$ cat config.mk
export PLATFORM = sky130hd
export DESIGN_NAME = gcd_host_driver
export DESIGN_NICKNAME = d
export VERILOG_FILES = /design/src/rtl/gcd_host_driver.sv
export SDC_FILE = /design/constraint.sdc
export NUM_CORES = 1
export LEC_CHECK = 0
export ABC_AREA = 0
export CORE_MARGIN = 3
export CORE_UTILIZATION = 33
export CTS_BUF_LIST = sky130_fd_sc_hd__clkbuf_4 sky130_fd_sc_hd__clkbuf_8
export CTS_CLUSTER_DIAMETER = 50
export DETAILED_ROUTE_END_ITERATION = 10
export DONT_BUFFER_PORTS = 1
export PLACE_DENSITY = 0.51
export SLEW_MARGIN = 20
export SYNTH_ARGS = -nofsm -noshare
export SYNTH_HDL_FRONTEND = slang
export SYNTH_SLANG_ARGS = --single-unit
$ cat constraint.sdc
create_clock -name Clock -period 4.45 [get_ports Clock]
set_input_delay 0.2225 -clock Clock [delete_from_list [all_inputs] [get_ports Clock]]
set_output_delay 0.2225 -clock Clock [all_outputs]
set_load 0.05 [all_outputs]
$ cat src/rtl/gcd_host_driver.sv
// Host-side operand/result driver for the EC2 processor.
// Sequences X/Y onto Input with timed Enter strobes, then checks Output against a GCD engine.
module gcd_host_driver #(
  parameter int GAP_CYCLES   = 5,
  parameter int ENTER_CYCLES = 3,
  parameter int TIMEOUT      = 1023
) (
  input  logic       Clock,
  input  logic       Reset,
  input  logic       Start,
  input  logic [7:0] X_in,
  input  logic [7:0] Y_in,
  input  logic       Halt,
  input  logic [7:0] ProcOut,
  output logic       Enter,
  output logic [7:0] Input,
  output logic       Busy,
  output logic       Done,
  output logic [7:0] Result,
  output logic       Match,
  output logic       Timeout,
  output logic       Reject,
  output logic [7:0] ErrCount
);

  localparam int CW = 16;
  localparam int TW = (TIMEOUT > 1) ? $clog2(TIMEOUT + 1) : 1;

  typedef enum logic [2:0] {
    S_IDLE,
    S_GAP1,
    S_ENT1,
    S_GAP2,
    S_ENT2,
    S_WAIT,
    S_DONE
  } state_e;

  state_e        state_q, state_d;
  logic [CW-1:0] cyc_q, cyc_d;
  logic [TW-1:0] tcnt_q, tcnt_d;
  logic [TW-1:0] tcnt_inc;
  logic [7:0]    y_q, y_d;
  logic [7:0]    rx_q, rx_d;
  logic [7:0]    ry_q, ry_d;
  logic          armed_q, armed_d;
  logic [7:0]    input_q, input_d;
  logic [7:0]    result_q, result_d;
  logic          match_q, match_d;
  logic          timeout_q, timeout_d;
  logic          reject_q, reject_d;
  logic [7:0]    err_q, err_d;
  logic          ref_done;
  logic          ops_ok;
  logic          in_run;

  assign ref_done = (rx_q == ry_q);
  assign ops_ok   = (X_in != 8'd0) && (Y_in != 8'd0);
  assign tcnt_inc = tcnt_q + TW'(1);
  assign in_run   = (state_q == S_GAP1) || (state_q == S_ENT1) ||
                    (state_q == S_GAP2) || (state_q == S_ENT2) ||
                    (state_q == S_WAIT);

  always_ff @(posedge Clock or negedge Reset) begin
    if (!Reset) begin
      state_q   <= S_IDLE;
      cyc_q     <= '0;
      tcnt_q    <= '0;
      y_q       <= '0;
      rx_q      <= '0;
      ry_q      <= '0;
      armed_q   <= 1'b0;
      input_q   <= '0;
      result_q  <= '0;
      match_q   <= 1'b0;
      timeout_q <= 1'b0;
      reject_q  <= 1'b0;
      err_q     <= '0;
    end else begin
      state_q   <= state_d;
      cyc_q     <= cyc_d;
      tcnt_q    <= tcnt_d;
      y_q       <= y_d;
      rx_q      <= rx_d;
      ry_q      <= ry_d;
      armed_q   <= armed_d;
      input_q   <= input_d;
      result_q  <= result_d;
      match_q   <= match_d;
      timeout_q <= timeout_d;
      reject_q  <= reject_d;
      err_q     <= err_d;
    end
  end

  always_comb begin
    state_d   = state_q;
    cyc_d     = cyc_q;
    tcnt_d    = tcnt_q;
    y_d       = y_q;
    rx_d      = rx_q;
    ry_d      = ry_q;
    armed_d   = armed_q;
    input_d   = input_q;
    result_d  = result_q;
    match_d   = match_q;
    timeout_d = timeout_q;
    reject_d  = 1'b0;
    err_d     = err_q;

    // Subtractive GCD, one step per cycle while a run is active
    if (state_q != S_IDLE) begin
      unique case (1'b1)
        (rx_q > ry_q): rx_d = rx_q - ry_q;
        (ry_q > rx_q): ry_d = ry_q - rx_q;
        default: ;
      endcase
    end

    // A Halt left over from the last run is ignored until it drops
    if (in_run && !Halt) begin
      armed_d = 1'b1;
    end

    unique case (state_q)
      S_IDLE: begin
        if (Start) begin
          if (ops_ok) begin
            input_d = X_in;
            y_d     = Y_in;
            rx_d    = X_in;
            ry_d    = Y_in;
            armed_d = 1'b0;
            cyc_d   = '0;
            state_d = S_GAP1;
          end else begin
            reject_d = 1'b1;
          end
        end
      end
      S_GAP1: begin
        if (cyc_q == CW'(GAP_CYCLES - 1)) begin
          cyc_d   = '0;
          state_d = S_ENT1;
        end else begin
          cyc_d = cyc_q + CW'(1);
        end
      end
      S_ENT1: begin
        if (cyc_q == CW'(ENTER_CYCLES - 1)) begin
          cyc_d   = '0;
          input_d = y_q;
          state_d = S_GAP2;
        end else begin
          cyc_d = cyc_q + CW'(1);
        end
      end
      S_GAP2: begin
        if (cyc_q == CW'(GAP_CYCLES - 1)) begin
          cyc_d   = '0;
          state_d = S_ENT2;
        end else begin
          cyc_d = cyc_q + CW'(1);
        end
      end
      S_ENT2: begin
        if (cyc_q == CW'(ENTER_CYCLES - 1)) begin
          cyc_d   = '0;
          tcnt_d  = '0;
          state_d = S_WAIT;
        end else begin
          cyc_d = cyc_q + CW'(1);
        end
      end
      S_WAIT: begin
        if (armed_q && Halt && ref_done) begin
          result_d  = ProcOut;
          match_d   = (ProcOut == rx_q);
          timeout_d = 1'b0;
          state_d   = S_DONE;
        end else if (tcnt_inc == TW'(TIMEOUT)) begin
          result_d  = ProcOut;
          match_d   = 1'b0;
          timeout_d = 1'b1;
          state_d   = S_DONE;
        end else begin
          tcnt_d = tcnt_inc;
        end
      end
      S_DONE: begin
        if (!match_q && (err_q != 8'hFF)) begin
          err_d = err_q + 8'd1;
        end
        state_d = S_IDLE;
      end
      default: begin
        state_d = S_IDLE;
      end
    endcase
  end

  assign Enter    = (state_q == S_ENT1) || (state_q == S_ENT2);
  assign Input    = input_q;
  assign Busy     = in_run;
  assign Done     = (state_q == S_DONE);
  assign Result   = result_q;
  assign Match    = match_q;
  assign Timeout  = timeout_q;
  assign Reject   = reject_q;
  assign ErrCount = err_q;

endmodule
==> impl_metrics.ini, run 1 <==
[sta]
worstMarginPinSlew_ns = 0.862
skew_ns = 0.0156
timing.final.crit_share_pct = 63.9
rsz0062_at_grt = no
period_needed_ns = 2.84
hold_viol = 0
setup_tns_ns = 0
slew_headroom_pct = 42.1
fmax_mhz = 352
drv_slew = 0
setup_violations = 0
hold_ws_ns = 0.00943

[run_status]
outcome = finished, final reports clean

[logic_synthesis]
syn_area_per_cell_um2 = 9.11
synth_fp_nets = 596
syn_area_um2 = 4960
ys_ff_latch = 81
synth_cell_types = 60
synth_edf_count = 0
yosys_warnings = 0
ys.flop_type = dfrtp_1
syn_inst = 544
synthArstFlopShare_pct = 100
seq_area_frac_synth_pct = 40.9

[floorplanning]
initial_core_util_pct = 34.0
dieArea_um2 = 16500
rows = 44
num_io_pins = 58
design.core.area_um2 = 14600
die_x_um = 129
die_y_um = 129

[drt]
firstDrtPassIters = 6
first_iter_violations = 260
wl_per_cell_um = 17.4
antenna_left = 0
viasPerCell = 5.41
routed_wirelength_um = 12900
dr_total_vias = 4020
post-route-drc-count = 0

[pwr]
power.total_mw = 3.99
p_leak_nw = 2.45
peakVddDrop_mv = 0.360
power_density_nw_per_um2 = 720

[final_layout]
diodes = 0
seqCellArea_um2 = 2030
nFillCells = 1470
most-common-layout-cells = dfrtp_1, nand2_1, o21ai_0
drive_gt1_share_pct = 8.23
layout_commonest_cell = dfrtp_1
multiInputGateArea_um2 = 2710
area_growth_syn_to_layout_pct = 11.9
layout.nets = 606

[placed_design]
hpwl_um = 9280
portBuffers = 0
gp_congestion = 0.860

[critical_path]
startpoint_type = register
worstPathArrival_ns = 3.09
crit_slowest_cell = o21a_1
cpPeakStageDelay_ns = 0.52
critPathRequiredTime_ns = 4.70
cp_cell_sequence = inv_1, ha_1, nand4_1, nor2_1, and3_1, o21a_1, mux2_4
path_class = register to register
path_max_fanout = 10
cp-end-kind = register

[global_route]
grt_pass1_wl_um = 21200
grt_max_degree = 82
antenna_found_initial = 0
track_usage_pct = 16.1
first_global_vias = 3973
gr-total-overflow = 0

[cts]
postCtsSetupRepairBufs = 0
numCtsBuffers = 9
postCtsResizedCells = 0
clock-sinks = 81
clk_latency_ns = 0.37
clock_path_buffers = 2
clk_pin_slew_worst_paths_ns = 0.09
cts_root_buffer = clkbuf_8
cts_tree = built
h-tree-depth = 3

[min_path]
holdCritPathClass = input pin to register

[run]
maxCapViolations = 0
## synthesized netlist by cell type, types with 5 or more instances
| library cell | instances | area share (%) |
|---|---|---|
| a21o_1 | 5 | 0.76 |
| a21oi_1 | 33 | 3.3 |
| a31oi_1 | 8 | 1.0 |
| and2_1 | 5 | 0.63 |
| and3_1 | 10 | 1.3 |
| clkbuf_1 | 17 | 1.3 |
| dfrtp_1 | 81 | 41 |
| ha_1 | 22 | 5.6 |
| inv_1 | 35 | 2.7 |
| mux2_2 | 5 | 1.1 |
| mux2_4 | 9 | 2.7 |
| mux2i_1 | 12 | 2.4 |
| nand2_1 | 68 | 5.1 |
| nand2b_1 | 9 | 1.1 |
| nand3_1 | 20 | 2.0 |
| nand4_1 | 12 | 1.5 |
| nor2_1 | 25 | 1.9 |
| nor2b_1 | 10 | 1.3 |
| nor3_1 | 8 | 0.81 |
| nor4_1 | 12 | 1.5 |
| o21ai_0 | 38 | 3.8 |
| o21ai_1 | 9 | 0.91 |
| o311ai_0 | 9 | 1.6 |
| o31ai_1 | 5 | 0.76 |
| xnor2_1 | 10 | 1.8 |
| xor2_1 | 14 | 2.5 |
## per-stage QoR
step                      setup WS, ns  util, %  cell area, µm²  std cells
after detailed placement          1.66     35.2            5130        711
after CTS                         1.64     38.0            5540        743
after global placement            1.67     35.2            5130        711
final                             1.61     38.0            5550        743
after floorplan                   1.65        -            4960        544
after global routing              1.44     38.0            5550        743
## sequential cells by signal, indices dropped and copies added (netlist names)
signal    cells
ErrCount      8
cyc_q        16
Match         1
y_q           8
ry_q          8
Reject        1
Result        8
armed_q       1
Timeout       1
state_q       3
tcnt_q       10
Input         8
rx_q          8
## cell families after synthesis
family,after synthesis,synth area share (%)
AO/OA/AOI/OAI,135,17.4
adder cells (fa/ha/maj),24,6.36
multiplexers,26,6.28
buffers and inverters,57,4.54
XOR/XNOR,24,4.24
flip-flops,81,40.9
AND/OR/NAND/NOR,197,20.3
## worst paths after layout
| path | startpoint | endpoint | slack [ns] | depth (start not counted) |
|---|---|---|---|---|
| worst max-delay path | rx_q[4] | Result[6] | 1.61 | 7 |
| worst max register to register | rx_q[4] | Result[6] | 1.61 | 7 |
| min in group asynchronous | Reset | cyc_q[11] | 0.38 | 2 |
| max in group asynchronous | Reset | rx_q[7] | 3.68 | 2 |
| worst min register to register | y_q[3] | y_q[3] | 0.48 | 2 |
| worst min-delay path | X_in[1] | rx_q[1] | 0.009 | 2 |
## power by group
group          internal, mW  switching [mW]
logic                 0.835            1.21
clock network         0.353           0.285
registers             0.951           0.360
total                  2.14            1.85
## repair_timing
| item | CTS | global route |
|---|---|---|
| hold endpoints to repair | 95 | 0 |
| setup endpoints to repair | 0 | 0 |
| hold buffers | 16 | 0 |
## final cells by class
type | instances | share of cell area [%]
repair buffers | 21 | 3.88
clock inverters | 4 | 1.35
well taps | 184 | 4.15
multi-input cells | 406 | 48.8
flip-flops and latches | 81 | 36.5
clock buffers | 12 | 2.86
inverters | 35 | 2.37
## per-layer routing
layer | GRT usage (%) | wire [µm]
met1 | 21.8 | 5850
met5 | 0 | 0
met4 | 5.31 | 260
met3 | 3.99 | 709
met2 | 25.5 | 6080
## critical path: cells and delay by family, from the launching register on
kind	cells	cell delay, ns
muxes	1	0.34
AOI/OAI and AO/OA	1	0.52
and+or+nand+nor	3	0.90
adders and majority gates	1	0.47
DFF	1	0.43
buffers and inverters	1	0.08
Note: power is estimated with default switching activity, not from simulation.
==> inputs of run 2 (changes only) <==
--- a/config.mk
+++ b/config.mk
@@ -12,7 +12,7 @@
 export CTS_CLUSTER_DIAMETER = 50
 export DETAILED_ROUTE_END_ITERATION = 10
 export DONT_BUFFER_PORTS = 1
-export PLACE_DENSITY = 0.51
+export PLACE_DENSITY = 0.52
 export SLEW_MARGIN = 20
 export SYNTH_ARGS = -nofsm -noshare
 export SYNTH_HDL_FRONTEND = slang
==> constraint.sdc (replaced) <==
create_clock -name Clock -period 2.44 [get_ports Clock]
set_input_delay 0.122 -clock Clock [delete_from_list [all_inputs] [get_ports Clock]]
set_output_delay 0.122 -clock Clock [all_outputs]
set_load 0.05 [all_outputs]
==> run 2 against run 1 <==
Compared with the run above: non-clock buffer count rose by 43; design area rose by 5.9%; critical path depth increased by 1; fmax grew 23%; sequential power increased by 79%; sequential share of layout area shrank 2.0 points; worst setup slack got worse by 1.5 ns; clock-buffer cell count decreased by 1; largest power group unchanged.
==> impl_metrics.ini, run 2 (same netlist as run 1, synthesis figures left out) <==
[floorplanning]
die_y_um = 129
dieArea_um2 = 16500
die_x_um = 129
num_io_pins = 58
rows = 44
design.core.area_um2 = 14600
initial_core_util_pct = 34.0

[global_route]
grt_max_degree = 82
gr-total-overflow = 0
first_global_vias = 4104
antenna_found_initial = 0
track_usage_pct = 16.5
grt_pass1_wl_um = 21700

[sta]
setup_violations = 0
hold_viol = 0
rsz0062_at_grt = yes
worstMarginPinSlew_ns = 0.589
setup_tns_ns = 0
fmax_mhz = 432
slew_headroom_pct = 60.7
hold_ws_ns = 0.0131
drv_slew = 0
period_needed_ns = 2.31
timing.final.crit_share_pct = 94.9
skew_ns = 0.0213

[placed_design]
gp_congestion = 0.872
portBuffers = 0
dpl-instance-area_um2 = 5380
hpwl_um = 9660

[cts]
clk_pin_slew_worst_paths_ns = 0.09
postCtsSetupRepairBufs = 0
cts_root_buffer = clkbuf_8
cts_tree = built
clock_path_buffers = 2
clock-sinks = 81
numCtsBuffers = 9
clk_latency_ns = 0.38
h-tree-depth = 3

[critical_path]
cp-end-kind = register
crit_slowest_cell = dfrtp_1
crit_family = compound AO/OA/AOI/OAI gates
critPathRequiredTime_ns = 2.69
cpPeakStageDelay_ns = 0.44
endpoint = Result[5]
critPathLaunch = tcnt_q[1]
path_max_fanout = 9
worstPathArrival_ns = 2.57
worstSetupPathDepth = 8
critPathBufInv = 2
path_class = register to register
startpoint_type = register
r2r_slack_ns = 0.13
reg2reg_depth = 8
r2r_end = Result[5]
r2r_start = tcnt_q[1]
cp_cell_sequence = ha_1, inv_2, a21oi_1, a211o_1, a2111oi_4, o21a_1, buf_12, mux2_4

[final_layout]
diodes = 0
largest_register = cyc_q
area_growth_syn_to_layout_pct = 18.5
fin_util_pct = 40.2
finalInstanceArea_um2 = 5870
layout.nets = 649
drive_gt1_share_pct = 13.5
layout_commonest_cell = dfrtp_1
most-common-layout-cells = dfrtp_1, nand2_1, o21ai_0
largest_reg_flops = 16
largestRegisters = cyc_q x16, tcnt_q x10

[run]
maxCapViolations = 0

[drt]
dr_total_vias = 4132
post-route-drc-count = 0
first_iter_violations = 187
firstDrtPassIters = 4
wl_per_cell_um = 16.9
viasPerCell = 5.26
antenna_left = 0
routed_wirelength_um = 13200

[pwr]
power.total_mw = 7.40
power_density_nw_per_um2 = 1260
p_clk_share_pct = 13.2
p_seq_share_pct = 31.8
p_int_mw = 3.94
switchingPower_mw = 3.46
peakVddDrop_mv = 0.748
swShare_pct = 46.8
p_leak_nw = 2.64
combPwrFrac_pct = 55.0

[run_status]
outcome = finished, final reports clean

[min_path]
holdCritPathClass = input pin to register
==> run 2: cell types whose count changed in the layout (fill, tap and decap cells not counted), moves of 2 or more <==
cell / change
buf_4: +30
dlygate4sd3_1: +12
a21boi_0: -2
a21boi_1: +2
bufinv_16: -2
inv_6: +2
o21ai_0: -2
o21ai_1: +2
==> run 2: per-stage QoR <==
stage                     worst slack (ns)  cells
after floorplan                     0.0431    544
after global placement              0.0967    742
after detailed placement            0.0864    742
after CTS                           0.0664    786
after global routing              -0.00181    786
final                                0.126    786
==> run 2: worst min-delay path by stage <==
stage | startpoint | to | slack [ns] | depth (start not counted)
after global routing | X_in[3] | Reject | 0.03 | 3
final | X_in[2] | Input[2] | 0.01 | 2
after CTS | X_in[2] | Input[2] | 0.004 | 2
after floorplan | Reset | ErrCount[0] | -0.17 | 0
after detailed placement | Reset | cyc_q[6] | -0.17 | 0
after global placement | Reset | cyc_q[8] | -0.17 | 0
==> run 2: power groups by stage <==
stage / logic, mW / clock network (mW) / registers, mW
final: 4.07 / 0.980 / 2.35
after global routing: 4.59 / 1.06 / 2.42
after CTS: 4.07 / 1.02 / 2.36
after detailed placement: 3.98 / 0 / 2.38
after global placement: 3.92 / 0 / 2.36
after floorplan: 2.93 / 0 / 2.24
==> run 2: cell type report <==
type,instances,area [µm²]
fillers,1437,8720
inverters,35,131
clock buffers,11,145
multi-input cells,406,2720
clock inverters,5,37.5
flip-flops and latches,81,2030
repair buffers,64,581
well taps,184,230
==> run 2: per-layer routing <==
metal	GRT usage, %	vias to the layer above	wire length, µm
met5	0	-	0
met4	4.63	0	162
met3	3.74	14	571
met2	26.6	73	6460
met1	22.5	1993	6050
li1	-	2052	-
==> run 2: repair_timing <==
action                                  in CTS  in global routing
endpoints found under the hold margin      122                  0
hold buffers                                28                  0
gates resized for setup                      0                  8
endpoints found under the setup margin       0                 18
